$ cat src/rtl/decode_cycle.sv
// Decode stage of the 5-stage RV32I pipeline: control decode, register file,
// immediate generation and the ID/EX pipeline register feeding execute.
module decode_cycle #(
  parameter logic [31:0] RESET_PC = 32'h0000_0000,
  parameter int          NUM_REGS = 32
) (
  input  logic        clk,
  input  logic        rst,
  input  logic [31:0] InstrD,
  input  logic [31:0] PCD,
  input  logic [31:0] PCPlus4D,
  input  logic        PredictionD,
  input  logic        StallD,
  input  logic        FlushE,
  input  logic        RegWriteW,
  input  logic [4:0]  RDW,
  input  logic [31:0] ResultW,
  output logic        RegWriteE,
  output logic [1:0]  ResultSrcE,
  output logic        MemWriteE,
  output logic        JumpE,
  output logic        BranchE,
  output logic [2:0]  BranchOpE,
  output logic        ALUSrcE,
  output logic [2:0]  ALUControlE,
  output logic [31:0] RD1E,
  output logic [31:0] RD2E,
  output logic [31:0] ImmExtE,
  output logic [4:0]  RS1E,
  output logic [4:0]  RS2E,
  output logic [4:0]  RDE,
  output logic [31:0] PCE,
  output logic [31:0] PCPlus4E,
  output logic        PredictionE,
  output logic        IllegalE
);

  localparam logic [6:0] OP_R      = 7'b0110011;
  localparam logic [6:0] OP_IMM    = 7'b0010011;
  localparam logic [6:0] OP_LOAD   = 7'b0000011;
  localparam logic [6:0] OP_STORE  = 7'b0100011;
  localparam logic [6:0] OP_BRANCH = 7'b1100011;
  localparam logic [6:0] OP_JAL    = 7'b1101111;
  localparam logic [6:0] OP_LUI    = 7'b0110111;

  localparam logic [2:0] ALU_ADD = 3'b000;
  localparam logic [2:0] ALU_SUB = 3'b001;
  localparam logic [2:0] ALU_AND = 3'b010;
  localparam logic [2:0] ALU_OR  = 3'b011;
  localparam logic [2:0] ALU_XOR = 3'b100;
  localparam logic [2:0] ALU_SLT = 3'b101;

  typedef struct packed {
    logic        regWrite;
    logic [1:0]  resultSrc;
    logic        memWrite;
    logic        jump;
    logic        branch;
    logic [2:0]  branchOp;
    logic        aluSrc;
    logic [2:0]  aluControl;
    logic [31:0] rd1;
    logic [31:0] rd2;
    logic [31:0] immExt;
    logic [4:0]  rs1;
    logic [4:0]  rs2;
    logic [4:0]  rd;
    logic [31:0] pc;
    logic [31:0] pcPlus4;
    logic        prediction;
    logic        illegal;
  } idExT;

  function automatic idExT bubbleFn();
    idExT b;
    b         = '0;
    b.pc      = RESET_PC;
    b.pcPlus4 = RESET_PC;
    return b;
  endfunction

  logic [6:0]  opcode;
  logic [2:0]  funct3;
  logic [31:0] immI, immS, immB, immJ, immU;
  logic [2:0]  aluFn;
  logic        aluOk;
  idExT        dec;
  idExT        idEx;
  logic [31:0] regFile [NUM_REGS];

  assign opcode = InstrD[6:0];
  assign funct3 = InstrD[14:12];
  assign immI   = {{20{InstrD[31]}}, InstrD[31:20]};
  assign immS   = {{20{InstrD[31]}}, InstrD[31:25], InstrD[11:7]};
  assign immB   = {{20{InstrD[31]}}, InstrD[7], InstrD[30:25], InstrD[11:8], 1'b0};
  assign immJ   = {{12{InstrD[31]}}, InstrD[19:12], InstrD[20], InstrD[30:21], 1'b0};
  assign immU   = {InstrD[31:12], 12'b0};

  // ALU function shared by R-type and I-ALU; funct7[5] selects sub only for R-type
  always_comb begin
    aluFn = ALU_ADD;
    aluOk = 1'b1;
    case (funct3)
      3'b000:  aluFn = (opcode == OP_R && InstrD[30]) ? ALU_SUB : ALU_ADD;
      3'b111:  aluFn = ALU_AND;
      3'b110:  aluFn = ALU_OR;
      3'b100:  aluFn = ALU_XOR;
      3'b010:  aluFn = ALU_SLT;
      default: aluOk = 1'b0;
    endcase
  end

  always_comb begin
    dec            = '0;
    dec.rs1        = InstrD[19:15];
    dec.rs2        = InstrD[24:20];
    dec.rd         = InstrD[11:7];
    dec.pc         = PCD;
    dec.pcPlus4    = PCPlus4D;
    dec.prediction = PredictionD;
    case (opcode)
      OP_R: begin
        if (aluOk) begin
          dec.regWrite   = 1'b1;
          dec.aluControl = aluFn;
        end else dec.illegal = 1'b1;
      end
      OP_IMM: begin
        if (aluOk) begin
          dec.regWrite   = 1'b1;
          dec.aluSrc     = 1'b1;
          dec.aluControl = aluFn;
          dec.immExt     = immI;
        end else dec.illegal = 1'b1;
      end
      OP_LOAD: begin
        if (funct3 == 3'b010) begin
          dec.regWrite  = 1'b1;
          dec.resultSrc = 2'b01;
          dec.aluSrc    = 1'b1;
          dec.immExt    = immI;
        end else dec.illegal = 1'b1;
      end
      OP_STORE: begin
        if (funct3 == 3'b010) begin
          dec.memWrite = 1'b1;
          dec.aluSrc   = 1'b1;
          dec.immExt   = immS;
        end else dec.illegal = 1'b1;
      end
      OP_BRANCH: begin
        if (funct3 == 3'b000 || funct3 == 3'b001 || funct3 == 3'b100 || funct3 == 3'b101) begin
          dec.branch     = 1'b1;
          dec.branchOp   = funct3;
          dec.aluControl = ALU_SUB;
          dec.immExt     = immB;
        end else dec.illegal = 1'b1;
      end
      OP_JAL: begin
        dec.regWrite  = 1'b1;
        dec.jump      = 1'b1;
        dec.resultSrc = 2'b10;
        dec.immExt    = immJ;
      end
      OP_LUI: begin
        dec.regWrite = 1'b1;
        dec.aluSrc   = 1'b1;
        dec.immExt   = immU;
        dec.rs1      = 5'd0;
      end
      // An all-zero word is a fetch-side bubble, so it is not flagged
      default: dec.illegal = (InstrD != 32'd0);
    endcase
    dec.rd1 = (dec.rs1 == 5'd0) ? 32'd0 :
              (RegWriteW && RDW == dec.rs1) ? ResultW : regFile[dec.rs1];
    dec.rd2 = (dec.rs2 == 5'd0) ? 32'd0 :
              (RegWriteW && RDW == dec.rs2) ? ResultW : regFile[dec.rs2];
  end

  always_ff @(posedge clk or posedge rst) begin
    if (rst) begin
      for (int i = 0; i < NUM_REGS; i++) regFile[i] <= 32'd0;
    end else if (RegWriteW && RDW != 5'd0) begin
      regFile[RDW] <= ResultW;
    end
  end

  // ID/EX register: flush beats stall, stall holds
  always_ff @(posedge clk or posedge rst) begin
    if (rst)          idEx <= bubbleFn();
    else if (FlushE)  idEx <= bubbleFn();
    else if (!StallD) idEx <= dec;
  end

  assign RegWriteE   = idEx.regWrite;
  assign ResultSrcE  = idEx.resultSrc;
  assign MemWriteE   = idEx.memWrite;
  assign JumpE       = idEx.jump;
  assign BranchE     = idEx.branch;
  assign BranchOpE   = idEx.branchOp;
  assign ALUSrcE     = idEx.aluSrc;
  assign ALUControlE = idEx.aluControl;
  assign RD1E        = idEx.rd1;
  assign RD2E        = idEx.rd2;
  assign ImmExtE     = idEx.immExt;
  assign RS1E        = idEx.rs1;
  assign RS2E        = idEx.rs2;
  assign RDE         = idEx.rd;
  assign PCE         = idEx.pc;
  assign PCPlus4E    = idEx.pcPlus4;
  assign PredictionE = idEx.prediction;
  assign IllegalE    = idEx.illegal;

endmodule

$ cat config.mk
export PLATFORM = sky130hd
export DESIGN_NAME = decode_cycle
export DESIGN_NICKNAME = d
export VERILOG_FILES = /design/src/rtl/decode_cycle.sv
export SDC_FILE = /design/constraint.sdc
export NUM_CORES = 2
export LEC_CHECK = 0
export ABC_AREA = 1
export CAP_MARGIN = 20
export CORE_MARGIN = 1.5
export CORE_UTILIZATION = 23
export CTS_CLUSTER_DIAMETER = 200
export DETAILED_ROUTE_END_ITERATION = 8
export GPL_TIMING_DRIVEN = 0
export HOLD_SLACK_MARGIN = 0.03
export PLACE_DENSITY_LB_ADDON = 0.3
export SYNTH_ARGS = -nofsm -noshare
export SYNTH_HDL_FRONTEND = slang
export SYNTH_SLANG_ARGS = --single-unit
$ cat constraint.sdc
create_clock -name clk -period 94.7 [get_ports clk]
set_input_delay 18.94 -clock clk [delete_from_list [all_inputs] [get_ports clk]]
set_output_delay 18.94 -clock clk [all_outputs]
set_load 0.05 [all_outputs]
Word level (Yosys, flattened, before mapping)
Cells that the tools add are included.
{ "word_totals": {"n_memories": 0, "latch_bits": 0, "elab_cells": 132, "inputBits": 139, "out_inout_bits": 190, "regBits": 1214, "ram_bits": 0, "rom_bits": 0} }
{ "op_classes": {"shift": 0, "div_mod_pow": 0, "order_cmp": 4, "multipliers": 0, "n_addsub": 0, "eq_ne": 16, "reduce_logical": 17, "muxes": 42, "bitwise": 3} }
{ "op_table": {"columns": ["cell", "count"], "rows": [
  ["1024-bit bitwise mux", 1],
  ["32-bit 2-to-1 mux", 13],
  ["190-bit 2-to-1 mux", 2],
  ["32-bit binary-select mux with 5-bit select", 2],
  ["32-bit one-hot mux with 6 select lines", 1],
  ["32-bit demux with 5-bit select", 1],
  ["32-bit nonzero test", 1],
  ["7-bit by 6-bit == test with 1-bit output, second input constant", 3],
  ["6-bit greater-or-equal comparator, second input constant", 3],
  ["5-bit inverter with 6-bit output", 3],
  ["3-bit one-hot mux with 5 select lines", 1],
  ["7-bit == test, second input constant", 2],
  ["3-bit == test, second input constant", 4],
  ["4-bit 2-to-1 mux", 3],
  ["5-bit == test", 2],
  ["5-bit logical NOT", 2],
  ["1-bit 2-to-1 mux", 10],
  ["3-bit one-hot mux with 3 select lines", 1],
  ["7-bit by 2-bit == test with 1-bit output, second input constant", 1],
  ["7-bit by 5-bit == test with 1-bit output, second input constant", 1],
  ["6-bit by 1-bit less-than comparator with 1-bit output, second input constant", 1],
  ["3-bit 2-to-1 mux", 2],
  ["1-bit one-hot mux with 3 select lines", 2],
  ["2-bit OR reduction", 3],
  ["other kinds (11)", 17]
]} }

Logic depth before layout (Yosys ltp)
{ "logic_depth": {"word_depth": 10, "ltp_mapped": 17, "depth_no_buf": 15} }

Worst setup path before layout
No wires, ideal clock.
{ "synth_path": {"path_type": "input-to-reg", "start": "input port RDW[3]", "end": "register idEx (netlist bit RD2E[31])", "setup_slack_ps": 74270, "setup_ps": 118, "required_ps": 94582, "path_stages": 11, "t_arrival_ps": 20312, "n_path_buf": 3, "path_cell_list": "buf_4 -> inv_1 -> nand2_1 -> a221oi_1 -> nand3_1 -> inv_2 -> buf_4 -> buf_4 -> a21oi_1 -> nand2_1 -> nand2_1"} }
{ "synth_via": {"elab_chain_cells": 6} }
{ "synth_lines": {"columns": ["element", "line", "source"], "rows": [
  ["start: declaration", "16", "input logic [4:0] RDW,"],
  ["5-bit == test", "177", "(RegWriteW && RDW == dec.rs2) ? ResultW : regFile[dec.rs2];"],
  ["1-bit logical AND", "177", null],
  ["32-bit 2-to-1 mux", "177", null],
  ["32-bit 2-to-1 mux", "176", "dec.rd2 = (dec.rs2 == 5'd0) ? 32'd0 :"],
  ["190-bit 2-to-1 mux", "192", "else if (!StallD) idEx <= dec;"],
  ["190-bit 2-to-1 mux", "191", "else if (FlushE) idEx <= bubbleFn();"],
  ["end signal: assignment", "190", "if (rst) idEx <= bubbleFn();"],
  ["end signal: assignment", "191", null],
  ["end: declaration", "88", "idExT idEx;"]
]} }
No other way between the ends. The select of a mux whose other input is x is not followed.
A chain may end at the register's enable or synchronous reset.

Worst setup path after layout
{ "layout_path": {"start": "input port InstrD[20]", "end": "register idEx (netlist bit RD2E[8])"} }
{ "layout_via": {"elab_chain_cells": 8, "word_cells_on_any_way": 11, "classes_between": "eq/ne (1); mux (7); bitwise (1); reduce/logical (2)"} }
{ "layout_lines": {"columns": ["element", "line", "source"], "rows": [
  ["start: declaration", "9", "input logic [31:0] InstrD,"],
  ["5-bit inverter with 6-bit output (implied by the code)", "177", null],
  ["32-bit binary-select mux with 5-bit select", "177", null],
  ["32-bit 2-to-1 mux (implied by the code) (2 in a row)", "177", null],
  ["32-bit 2-to-1 mux", "177", null],
  ["32-bit 2-to-1 mux *", "176", null],
  ["190-bit 2-to-1 mux *", "192", null],
  ["190-bit 2-to-1 mux *", "191", null]
]} }
Every way passes the cells marked *; elsewhere a longest branch is shown, timed or not. The select of a mux whose other input is x is not followed.

==> metrics.cfg <==
[sta]
clock.fmax_mhz=43.3
drv_slew=0
hold_viol_final=0
worstMarginPinSlew_ns=1.39
fin_crit_ns=23.09
setup_viol=0
setup_tns_ns=0
slew-limit-headroom_pct=7.42
skew_ns=0.0958
grt_setup_unrepaired=false
fin_crit_sh_pct=24.4

[synth]
netlist.top_cell.by_area=dfrtp_1
synth_cell_type_count=42
ys_warn_count=0
syn_nets=8875
synth_area_per_cell_um2=7.42
yosys.area.top_type_share_pct=46.8
ys_seq_area_share_pct=46.8
netlist_instances=8736
syn_area_um2=64800
synth-seq-cells=1213
synth.area.top_cells=dfrtp_1 47%, nand3_1 13%, nand2_1 11%, o21ai_0 9.5%, nor2_1 3.5%

[global_routing]
met3_usage_pct=15.8
grt_max_degree=119
grt.overflow.total=0
grt_pass1_wl_um=680000
grt_pass1_vias=69700
grtUsageTotal_pct=35.7
busiest_layer=met2
met2_usage_pct=48.9
antenna_found_initial=101
grt_util_met1_pct=42.5

[route]
vias=77000
firstDrtPassIters=8
route.detailed.drc=0
ant_nets=0
route.detailed.wl_per_inst_um=39.7
viasPerCell=5.79
drt_iter0_drc=12300
routed_wl_um=527000

[critical_path]
r2r-start=regFile[648]
max_stage_delay_ns=0.98
reg2reg_depth=6
arrival_ns=23.88
crit_fanout=10
r2r_slack_ns=91.74
worst_setup_path_start_kind=input pin
r2r-end=RD2E[8]
worst_path_most_repeated_cell=o21ai_0
crit_path_top_delay_cell=clkbuf_1
path_class=input pin to flip-flop
cp-end-kind=flip-flop
worstPathRequired_ns=95.49
path_cells=clkdlybuf4s50_1 > inv_1 > clkbuf_1 > clkbuf_1 > a21oi_1 > o21ai_0 > o21ai_0 > o211ai_1 > nand3_1 > a21oi_1 > o21ai_0

[min_path]
min-delay-start=RDE[4]
hold_class=flip-flop to flip-flop
hold_depth=2
hold_end=RDE[4]

[floorplanning]
io_pins=329
die_h_um=534
core_area_um2=280000
dieWidth_um=534
die-area_um2=285000
rows=194
floorplan.initialDensity_pct=23.2

[pwr]
leakage_nw=35.1
vdd.ir_drop.worst_mv=0.0132
switchingPower_mw=0.652
seq_power_share_pct=39.3
p_comb_share_pct=23.8
clockPowerShare_pct=36.9
swShare_pct=37.1
p_int_mw=1.10
p_per_area_nw_per_um2=21.7

[clock_network]
h-tree-depth=4
post_cts_buffers=0
cts-root-buf=clkbuf_16
clkSlewWorstSetupHoldPaths_ns=0.06
hold_buffers=0
clk-insertion-delay-late_ns=0.94
cts_buffer_depth=4
cts_tree=built
cts_buffers=160
cts_resized=0
clock_sinks=1213

[final_layout]
area_growth_pct=24.9
drive_gt1_share_pct=8.22
final_nets=9502
regArea_um2=30400
utilization_pct=28.9
multiInputGateArea_um2=29300
fillCellCount=30900

[place]
gp_congestion=1.11
dp_hpwl_um=403000
io_buffers=318

[run]
maxCapViolations=0

[outcome]
status=finished, final reports clean

==> final cells by class <==
type	count	area share, %
Tap cell	3724	5.75
Inverter	437	2.04
Multi-Input combinational cell	6232	36.2
Sequential cell	1213	37.5
Buffer	854	4.59
Clock buffer	223	5.70
Clock inverter	54	0.828
Timing Repair Buffer	465	7.15
Antenna cell	85	0.263
==> worst max-delay path: cells and delay by family <==
family                 cells  cell delay [ns]
AND/OR/NAND/NOR            1             0.38
buffers and inverters      4             2.54
AO/OA/AOI/OAI              6             1.98
==> Yosys cell counts (all sizes together) <==
| library cell | instances |
|---|---|
| o2111ai | 130 |
| a32oi | 2 |
| o211ai | 140 |
| nor2 | 621 |
| clkbuf | 535 |
| xor2 | 2 |
| dfrtp | 1213 |
| nand3 | 1668 |
| o22ai | 13 |
| a221oi | 2 |
| a22oi | 4 |
| a22o | 65 |
| nand2 | 1970 |
| a31oi | 1 |
| nand4 | 14 |
| nor3 | 5 |
| buf | 319 |
| a21oi | 338 |
| nor4 | 7 |
| inv | 436 |
| o221ai | 4 |
| nor3b | 2 |
| o21ai | 1240 |
| o311ai | 1 |
| clkinv | 1 |
| or2 | 1 |
| o21a | 1 |
| a41oi | 1 |
==> how the worst max path moves through the flow <==
| stage | from | to | slack [ns] | depth (start not counted) |
|---|---|---|---|---|
| 4_1_cts | InstrD[21] | RD2E[13] | 71.97 | 12 |
| 3_3_place_gp | rst | regFile[565] | 22.43 | 2 |
| 5_1_grt | RegWriteW | regFile[792] | 71.98 | 7 |
| 2_1_floorplan | rst | ALUControlE[0] | 41.58 | 1 |
| 3_5_place_dp | InstrD[21] | RD2E[13] | 71.05 | 12 |
| 6_report | InstrD[20] | RD2E[8] | 71.61 | 11 |
==> per-layer routing <==
metal	share of wire, %	vias up
li1	-	30800
met1	37	38200
met2	40	6179
met3	13	1677
met4	9.6	40
met5	0.066	-
==> power groups by stage <==
stage | sequential, mW | combinational (mW) | clock, mW
global placement | 0.698 | 0.380 | 0
floorplan | 0.684 | 0.198 | 0
global route | 0.698 | 0.434 | 0.663
CTS | 0.686 | 0.395 | 0.645
detailed placement | 0.693 | 0.394 | 0
finish | 0.691 | 0.418 | 0.648
==> kinds of logic (layout without fill, tap and decap cells) <==
kind of cell | after synthesis | in the layout | share of synthesized area [%]
AND/OR/NAND/NOR | 4288 | 4288 | 28.3
AO/OA/AOI/OAI | 1942 | 1942 | 16.8
buffers and inverters | 1291 | 2033 | 8.07
flip-flops | 1213 | 1213 | 46.8
XOR/XNOR | 2 | 2 | 0.0270
other | 0 | 85 | 0
==> flip-flops by register name, indices dropped and copies added (netlist names), 2 cells and up <==
| register | cells |
|---|---|
| RDE | 5 |
| RS1E | 5 |
| ResultSrcE | 2 |
| PCPlus4E | 32 |
| RS2E | 5 |
| regFile | 1024 |
| ImmExtE | 32 |
| ALUControlE | 3 |
| RD1E | 32 |
| PCE | 32 |
| BranchOpE | 3 |
| RD2E | 32 |
==> placed cells by master, fill, tap and decap left out, drive strengths merged, types with 2 or more instances in the layout <==
| cell type | netlist | final |
|---|---|---|
| o2111ai | 130 | 130 |
| nand3 | 1668 | 1668 |
| nor4 | 7 | 7 |
| a21oi | 338 | 338 |
| clkbuf | 535 | 759 |
| clkdlybuf4s50 | 0 | 318 |
| nor2 | 621 | 621 |
| nor3 | 5 | 5 |
| buf | 319 | 465 |
| xor2 | 2 | 2 |
| a22oi | 4 | 4 |
| o211ai | 140 | 140 |
| nand4 | 14 | 14 |
| diode | 0 | 85 |
| o21ai | 1240 | 1240 |
| dfrtp | 1213 | 1213 |
| bufinv | 0 | 13 |
| clkinv | 1 | 35 |
| nor3b | 2 | 2 |
| a22o | 65 | 65 |
| nand2 | 1970 | 1970 |
| clkinvlp | 0 | 5 |
| o22ai | 13 | 13 |
| inv | 436 | 438 |
| a32oi | 2 | 2 |
| a221oi | 2 | 2 |
| o221ai | 4 | 4 |
==> per-stage QoR <==
stage | area, um^2 | std cells | hold slack [ns] | total power, mW | setup slack [ns]
detailed placement | 75300 | 12900 | 0.458 | 1.09 | 71.05
finish | 81000 | 13300 | 0.471 | 1.76 | 71.61
global placement | 72700 | 12800 | 0.453 | 1.08 | 22.43
floorplan | 64800 | 8736 | 0.450 | 0.882 | 41.58
CTS | 80600 | 13200 | 0.473 | 1.73 | 71.97
global route | 80800 | 13200 | 0.489 | 1.80 | 71.98
Power figures use the tool's default switching activity.
